**src/rtl/uart_pkg.sv**
```systemverilog
// Shared definitions for the parametrised UART transceiver.
// Holds the parity-mode constants, the TX/RX state encodings and the
// frame-length helper used to locate the last bit of a frame.
package uart_pkg;

    localparam int unsigned PAR_NONE = 0;
    localparam int unsigned PAR_ODD  = 1;
    localparam int unsigned PAR_EVEN = 2;

    typedef enum logic [2:0] {
        TX_IDLE,
        TX_START,
        TX_DATA,
        TX_PARITY,
        TX_STOP
    } tx_state_t;

    typedef enum logic [2:0] {
        RX_IDLE,
        RX_START_CHK,
        RX_DATA,
        RX_PARITY,
        RX_STOP
    } rx_state_t;

    // Serial bits per frame: start + data + optional parity + stop bits.
    function automatic int unsigned frame_bits(input int unsigned data_bits,
                                               input int unsigned parity,
                                               input int unsigned stop_bits);
        return 1 + data_bits + ((parity != PAR_NONE) ? 1 : 0) + stop_bits;
    endfunction

endpackage

```
**src/rtl/uart_fifo.sv**
```systemverilog
// Synchronous FIFO used to buffer bytes waiting for transmission.
// Ports: clk1/ret1 clock and synchronous active-high reset; wr_en/wr_data
// push; rd_en pops the head shown on rd_data; full/empty status.
// Pointers carry one extra wrap bit to tell full from empty.
module uart_fifo #(
    parameter int unsigned WIDTH = 8,
    parameter int unsigned DEPTH = 4
) (
    input  logic             clk1,
    input  logic             ret1,
    input  logic             wr_en,
    input  logic [WIDTH-1:0] wr_data,
    input  logic             rd_en,
    output logic [WIDTH-1:0] rd_data,
    output logic             full,
    output logic             empty
);

    localparam int unsigned AW = (DEPTH > 1) ? $clog2(DEPTH) : 1;

    logic [WIDTH-1:0] mem [DEPTH];
    logic [AW:0]      wr_ptr;
    logic [AW:0]      rd_ptr;
    logic             do_wr;
    logic             do_rd;

    assign full    = (wr_ptr[AW] != rd_ptr[AW]) && (wr_ptr[AW-1:0] == rd_ptr[AW-1:0]);
    assign empty   = (wr_ptr == rd_ptr);
    // A pop in the same cycle frees the slot, so a full FIFO may still take a write.
    assign do_wr   = wr_en && (!full || rd_en);
    assign do_rd   = rd_en && !empty;
    assign rd_data = mem[rd_ptr[AW-1:0]];

    // Pointer update
    always_ff @(posedge clk1) begin
        if (ret1) begin
            wr_ptr <= '0;
            rd_ptr <= '0;
        end else begin
            if (do_wr) wr_ptr <= wr_ptr + (AW+1)'(1);
            if (do_rd) rd_ptr <= rd_ptr + (AW+1)'(1);
        end
    end

    // Storage, no reset needed
    always_ff @(posedge clk1) begin
        if (do_wr) mem[wr_ptr[AW-1:0]] <= wr_data;
    end

endmodule

```
**src/rtl/uart_txrx_param.sv**
```systemverilog
// Parametrised UART transceiver: FIFO-buffered transmitter and a receiver
// with parity and framing checks, plus an internal loopback for self-test.
// Ports: clk1 clock, ret1 sync active-high reset; wr1/data1/tx_ready1 TX
// byte interface; tx1 serial out; tx_busy1 TX activity; rx1 serial in;
// loop1 loopback select; data_out1/rx_valid1/rx_perr1/rx_ferr1 RX result.
module uart_txrx_param
    import uart_pkg::*;
#(
    parameter int unsigned DATA_BITS    = 8,
    parameter int unsigned CLKS_PER_BIT = 16,
    parameter int unsigned PARITY       = 0,
    parameter int unsigned STOP_BITS    = 1,
    parameter int unsigned FIFO_DEPTH   = 4
) (
    input  logic                 clk1,
    input  logic                 ret1,
    input  logic                 wr1,
    input  logic [DATA_BITS-1:0] data1,
    output logic                 tx_ready1,
    output logic                 tx1,
    output logic                 tx_busy1,
    input  logic                 rx1,
    input  logic                 loop1,
    output logic [DATA_BITS-1:0] data_out1,
    output logic                 rx_valid1,
    output logic                 rx_perr1,
    output logic                 rx_ferr1
);

    localparam int unsigned CNT_W      = (CLKS_PER_BIT > 1) ? $clog2(CLKS_PER_BIT) : 1;
    localparam int unsigned POS_W      = 4;
    localparam int unsigned FRAME_BITS = frame_bits(DATA_BITS, PARITY, STOP_BITS);
    localparam logic [CNT_W-1:0] CNT_LAST  = CNT_W'(CLKS_PER_BIT - 1);
    localparam logic [CNT_W-1:0] CNT_HALF  = CNT_W'(CLKS_PER_BIT / 2 - 1);
    localparam logic [POS_W-1:0] POS_LDATA = POS_W'(DATA_BITS);
    localparam logic [POS_W-1:0] POS_LAST  = POS_W'(FRAME_BITS - 1);

    function automatic logic parity_bit(input logic [DATA_BITS-1:0] d);
        return (PARITY == PAR_ODD) ? ~^d : ((PARITY == PAR_EVEN) ? ^d : 1'b0);
    endfunction

    // ---------------- TX ----------------
    tx_state_t            tx_state;
    logic [CNT_W-1:0]     tx_cnt;
    logic [POS_W-1:0]     tx_pos;
    logic [DATA_BITS-1:0] tx_sh;
    logic                 tx_par;
    logic                 tx_line;
    logic [DATA_BITS-1:0] fifo_dout;
    logic                 fifo_full;
    logic                 fifo_empty;
    logic                 fifo_wr;
    logic                 tx_pop;
    logic                 tx_bit_end;
    logic                 tx_bit_val;

    assign tx_ready1  = ~fifo_full;
    assign fifo_wr    = wr1 & ~fifo_full;
    assign tx_bit_end = (tx_cnt == CNT_LAST);

    uart_fifo #(
        .WIDTH (DATA_BITS),
        .DEPTH (FIFO_DEPTH)
    ) u_fifo (
        .clk1    (clk1),
        .ret1    (ret1),
        .wr_en   (fifo_wr),
        .wr_data (data1),
        .rd_en   (tx_pop),
        .rd_data (fifo_dout),
        .full    (fifo_full),
        .empty   (fifo_empty)
    );

    // Pop when idle, or at the end of the last stop bit so frames run back-to-back
    always_comb begin
        tx_pop = 1'b0;
        if (!fifo_empty) begin
            if (tx_state == TX_IDLE) tx_pop = 1'b1;
            else if (tx_state == TX_STOP && tx_bit_end && tx_pos == POS_LAST) tx_pop = 1'b1;
        end
    end

    // Line level for the bit currently being sent
    always_comb begin
        tx_bit_val = 1'b1;
        case (tx_state)
            TX_START:  tx_bit_val = 1'b0;
            TX_DATA:   tx_bit_val = tx_sh[0];
            TX_PARITY: tx_bit_val = tx_par;
            default:   tx_bit_val = 1'b1;
        endcase
    end

    // TX FSM; the line register lags the state by one cycle
    always_ff @(posedge clk1) begin
        if (ret1) begin
            tx_state <= TX_IDLE;
            tx_cnt   <= '0;
            tx_pos   <= '0;
            tx_sh    <= '0;
            tx_par   <= 1'b0;
            tx_line  <= 1'b1;
            tx1      <= 1'b1;
            tx_busy1 <= 1'b0;
        end else begin
            tx_busy1 <= !(tx_state == TX_IDLE && fifo_empty);
            if (tx_state == TX_IDLE) begin
                tx_line <= 1'b1;
                tx1     <= 1'b1;
                if (tx_pop) begin
                    tx_sh    <= fifo_dout;
                    tx_par   <= parity_bit(fifo_dout);
                    tx_state <= TX_START;
                    tx_cnt   <= '0;
                    tx_pos   <= '0;
                end
            end else begin
                if (tx_cnt == '0) begin
                    tx_line <= tx_bit_val;
                    tx1     <= tx_bit_val | loop1;
                end
                if (tx_bit_end) begin
                    tx_cnt <= '0;
                    tx_pos <= tx_pos + POS_W'(1);
                    case (tx_state)
                        TX_START: tx_state <= TX_DATA;
                        TX_DATA: begin
                            tx_sh <= tx_sh >> 1;
                            if (tx_pos == POS_LDATA)
                                tx_state <= (PARITY != PAR_NONE) ? TX_PARITY : TX_STOP;
                        end
                        TX_PARITY: tx_state <= TX_STOP;
                        TX_STOP: begin
                            if (tx_pos == POS_LAST) begin
                                if (tx_pop) begin
                                    tx_sh    <= fifo_dout;
                                    tx_par   <= parity_bit(fifo_dout);
                                    tx_state <= TX_START;
                                    tx_pos   <= '0;
                                end else begin
                                    tx_state <= TX_IDLE;
                                end
                            end
                        end
                        default: tx_state <= TX_IDLE;
                    endcase
                end else begin
                    tx_cnt <= tx_cnt + CNT_W'(1);
                end
            end
        end
    end

    // ---------------- RX ----------------
    rx_state_t            rx_state;
    logic [CNT_W-1:0]     rx_cnt;
    logic [POS_W-1:0]     rx_pos;
    logic [DATA_BITS-1:0] rx_sh;
    logic                 rx_par;
    logic                 rx_ferr_acc;
    logic                 rx_s1;
    logic                 rx_s2;
    logic                 rx_prev;
    logic                 rx_src;

    assign rx_src = loop1 ? tx_line : rx1;

    // Two-flop synchroniser plus one delay stage for falling-edge detection
    always_ff @(posedge clk1) begin
        if (ret1) begin
            rx_s1   <= 1'b1;
            rx_s2   <= 1'b1;
            rx_prev <= 1'b1;
        end else begin
            rx_s1   <= rx_src;
            rx_s2   <= rx_s1;
            rx_prev <= rx_s2;
        end
    end

    // RX FSM; a falling edge is needed to start, so a held-low line never re-arms
    always_ff @(posedge clk1) begin
        if (ret1) begin
            rx_state    <= RX_IDLE;
            rx_cnt      <= '0;
            rx_pos      <= '0;
            rx_sh       <= '0;
            rx_par      <= 1'b0;
            rx_ferr_acc <= 1'b0;
            data_out1   <= '0;
            rx_valid1   <= 1'b0;
            rx_perr1    <= 1'b0;
            rx_ferr1    <= 1'b0;
        end else begin
            rx_valid1 <= 1'b0;
            case (rx_state)
                RX_IDLE: begin
                    if (rx_prev && !rx_s2) begin
                        rx_state <= RX_START_CHK;
                        rx_cnt   <= '0;
                    end
                end
                RX_START_CHK: begin
                    if (rx_cnt == CNT_HALF) begin
                        rx_cnt <= '0;
                        if (rx_s2) begin
                            rx_state <= RX_IDLE;
                        end else begin
                            rx_state    <= RX_DATA;
                            rx_pos      <= POS_W'(1);
                            rx_ferr_acc <= 1'b0;
                        end
                    end else begin
                        rx_cnt <= rx_cnt + CNT_W'(1);
                    end
                end
                default: begin
                    if (rx_cnt == CNT_LAST) begin
                        rx_cnt <= '0;
                        rx_pos <= rx_pos + POS_W'(1);
                        case (rx_state)
                            RX_DATA: begin
                                rx_sh <= {rx_s2, rx_sh[DATA_BITS-1:1]};
                                if (rx_pos == POS_LDATA)
                                    rx_state <= (PARITY != PAR_NONE) ? RX_PARITY : RX_STOP;
                            end
                            RX_PARITY: begin
                                rx_par   <= rx_s2;
                                rx_state <= RX_STOP;
                            end
                            RX_STOP: begin
                                if (rx_pos == POS_LAST) begin
                                    data_out1 <= rx_sh;
                                    rx_perr1  <= (PARITY != PAR_NONE) && (rx_par != parity_bit(rx_sh));
                                    rx_ferr1  <= rx_ferr_acc | ~rx_s2;
                                    rx_valid1 <= 1'b1;
                                    rx_state  <= RX_IDLE;
                                end else begin
                                    rx_ferr_acc <= rx_ferr_acc | ~rx_s2;
                                end
                            end
                            default: rx_state <= RX_IDLE;
                        endcase
                    end else begin
                        rx_cnt <= rx_cnt + CNT_W'(1);
                    end
                end
            endcase
        end
    end

endmodule
```
**config.mk**
```make
export PLATFORM = sky130hd
export DESIGN_NAME = uart_txrx_param
export DESIGN_NICKNAME = d
export VERILOG_FILES = /design/src/rtl/uart_pkg.sv /design/src/rtl/uart_fifo.sv /design/src/rtl/uart_txrx_param.sv
export SDC_FILE = /design/constraint.sdc
export NUM_CORES = 1
export LEC_CHECK = 0
export ABC_AREA = 1
export BUFFER_PORTS_ARGS = -buffer_cell sky130_fd_sc_hd__clkbuf_2
export CAP_MARGIN = 10
export CORE_MARGIN = 1.5
export CORE_UTILIZATION = 32
export CTS_CLUSTER_DIAMETER = 80
export DETAILED_ROUTE_END_ITERATION = 12
export GPL_ROUTABILITY_DRIVEN = 0
export GPL_TIMING_DRIVEN = 0
export PLACE_DENSITY_LB_ADDON = 0.3
export RECOVER_POWER = 50
export SLEW_MARGIN = 20
export SYNTH_ARGS = -nofsm -noshare
export SYNTH_HDL_FRONTEND = slang
export SYNTH_SLANG_ARGS = --single-unit
```
**constraint.sdc**
```tcl
create_clock -name clk1 -period 2.98 [get_ports clk1]
set_input_delay 0.447 -clock clk1 [delete_from_list [all_inputs] [get_ports clk1]]
set_output_delay 0.447 -clock clk1 [all_outputs]
set_load 0.03 [all_outputs]
```
==> qor.yml <==
outcome:
  outcome: "complete, no violations"
clock_network:
  cts.sinks: 95
  clk_latency_ns: 0.35
  clk_pin_slew_ns: 0.07
  cts_buffers: 9
  ctsResizeCount: 0
  ctsHoldBuffers: 0
  post-cts-setup-buffers: 0
  cts_max_path_buffers: 2
  cts-root-buf: "clkbuf_16"
  cts_tree: "done"
  htreeDepth: 3
finish:
  fin_nets: 575
  fillers: 1342
  drive_above_1_share_pct: 6.148
  antenna_cells: 0
  final_cell_mix: "111 x nand2_1, 63 x dfxtp_1, 55 x inv_1, 55 x nor2_1, 47 x a21oi_1"
  mostFrequentLayoutCell: "nand2_1"
  final_core_util_pct: 37.64
  syn_to_final_growth_pct: 13.27
setup_path:
  crit_end: "u_fifo.mem[1][6]"
  max_stage_delay_ns: 0.71
  ff2ff_path_depth: 4
  critPathCaptureType: "flip-flop"
  crit_buf_inv: 0
  cp-startpoint: "u_fifo.wr_ptr[2]"
  path_cells: "xnor2_1 > nand3b_1 > nand2_1 > nor2_1"
  r2r_end: "u_fifo.mem[1][6]"
  required_ns: 2.95
  cp.arrival_ns: 2.10
  path_depth: 4
  path_max_fanout: 9
  r2r_slack_ns: 0.85
  slowest_stage: "nor2_1"
  crit_family: "simple AND/OR/NAND/NOR gates"
  crit_type: "reg2reg"
  worstReg2RegStart: "u_fifo.wr_ptr[2]"
  critPathLaunchType: "flip-flop"
global_routing:
  grt_pass1_vias: 3109
  grt_pass1_wl_microns: 14860
  grt_max_degree: 19
  grt-ovfl-total: 0
  track_usage_pct: 13.23
  antenna_found_initial: 0
logic_synthesis:
  ys_types: 37
  syn_area_per_cell_sq_um: 8.307
  syn_nets: 540
  yosysSeqAreaShare_pct: 52.14
  synth.cell_area_sq_um: 4262
  yosys_warnings: 0
  syn_inst: 513
  synth-seq-cells: 95
  synth_top_area_share_pct: 29.59
  synth_top_area_cell: "dfxtp_1"
  yosys-top-cells-area: "dfxtp_1 30%, edfxtp_1 23%, nand2_1 9.6%"
job:
  cap_violations: 0
routing:
  first_pass_iters: 6
  viasPerCell: 4.661
  routedWlPerCell_microns: 12.03
  ant_nets: 0
  vias: 3379
  drt-initial-drc-count: 212
  postRouteWirelength_microns: 8724
  drcViolationCount: 0
floorplan:
  die_h_microns: 118.4
  start_util_pct: 33.23
  die-area_sq_um: 14020
  std_cell_rows: 41
  ioPinCount: 27
  chipWidth_microns: 118.4
  core-area_sq_um: 12820
sta:
  maxSlewHeadroom_pct: 42.49
  fin_crit_ns: 2.129
  hold_violations: 0
  setup_viol: 0
  clock.fmax_ghz: 0.4698
  slew_violations: 0
  rsz0062_at_grt: "no"
  finalCritPeriodShare_pct: 71.43
  final.setup_skew_ns: 0.007063
  setup-tns-final_ns: 0
  worstMarginPinSlew_ns: 0.8595
placed_design:
  io_buffer_count: 24
  dp.final_hpwl_microns: 6133
hold_path:
  min_path_type: "in2reg"
pwr:
  ir_worst_vdd_mv: 0.4281
  power.leakage_nw: 1.949
  powerDensity_nw_per_um2: 802.6
-- sequential cells by signal, indices dropped and copies added, names as in the netlist, 3 cells and up, named ones only --
signal         flops
u_fifo.wr_ptr      3
rx_state           3
u_fifo.mem        32
data_out1          8
tx_state           3
tx_pos             4
tx_sh              8
tx_cnt             4
rx_cnt             4
rx_pos             4
u_fifo.rd_ptr      3
rx_sh              8
-- Yosys cell counts --
cell type and n:
nand2_1 109, dfxtp_1 63, inv_1 55, nor2_1 54, a21oi_1 47, nand3_1 40, o21ai_0 35, edfxtp_1 32
ha_1 14, clkbuf_1 9, nand4_1 7, buf_2 4, nor3_1 4, xor2_1 4, buf_4 3, nand2_4 3
o21ai_1 3, o31ai_1 3, xnor2_1 3, a211oi_1 2, inv_2 2, or2_2 2, and2_1 1, buf_6 1
clkinv_1 1, conb_1 1, inv_4 1, nand2_2 1, nand3_2 1, nand3b_1 1, nor2_4 1, nor2_8 1
nor3_2 1, o2111ai_1 1, o211ai_1 1, o22a_1 1, o22ai_1 1
-- logic make-up (layout without fill, tap and decap cells) --
kind of cell / after synthesis / count (layout) / share of synthesized area, %
other cells: 1 / 1 / 0.08800
fa+ha+maj: 14 / 14 / 4.110
buf+inv: 76 / 116 / 7.311
simple gates: 226 / 226 / 23.31
compound gates: 94 / 94 / 11.60
flops: 95 / 95 / 52.14
xor+xnor: 7 / 7 / 1.439
-- layout make-up --
class                      instances  area [sq um]  area share, %
buffer                            17         77.57          1.607
clock buffer                       9         225.2          4.666
clock inverter                     7         62.56          1.296
inverter                          59         224.0          4.640
multi-input combinational        342          1705          35.33
sequential                        95          2222          46.03
tap                              172         215.2          4.458
timing repair buffer              24         95.09          1.970
-- stage by stage --
step | std cells | worst slack (ns) | power (mW) | hold slack [ns] | area (sq um)
2_1_floorplan | 513 | 1.064 | 2.521 | 0.3895 | 4262
4_1_cts | 725 | 0.7858 | 3.949 | 0.3028 | 4885
6_report | 725 | 0.8515 | 3.874 | 0.3205 | 4827
3_5_place_dp | 709 | 0.8010 | 2.810 | 0.4186 | 4597
3_3_place_gp | 709 | 0.8834 | 2.791 | 0.4104 | 4597
5_1_grt | 725 | 0.5896 | 4.150 | 0.3239 | 4827
-- report_power, final --
group          internal, mW  total (mW)  switching, mW
clock network         0.588        1.12          0.537
registers              1.46        1.53         0.0730
logic                 0.379        1.22          0.838
total                  2.43        3.87           1.45
-- how the worst min path moves through the flow --
stage | from | to | slack [ns] | cells after the start
after detailed placement | rx_s1 | rx_s2 | 0.42 | 1
after global placement | rx_s1 | rx_s2 | 0.41 | 1
final | rx1 | rx_s1 | 0.32 | 3
after CTS | data1[5] | u_fifo.mem[3][5] | 0.30 | 1
after global routing | rx1 | rx_s1 | 0.32 | 3
after floorplan | rx_s1 | rx_s2 | 0.39 | 1
-- tightest hold or removal path, cell delays in order --
cell and delay [ns]:
clkbuf_2 0.08, nand2_1 0.05, nand3_1 0.06
-- metal layers --
| layer | vias to the layer above | track usage [%] | wire length [microns] |
|---|---|---|---|
| met5 | - | 0 | 0 |
| met2 | 71 | 20.86 | 3980 |
| met1 | 1533 | 17.84 | 4260 |
| met4 | 0 | 5.648 | 122 |
| met3 | 10 | 2.317 | 361 |
| li1 | 1765 | - | - |
Note: power is estimated with default switching activity, not from simulation.
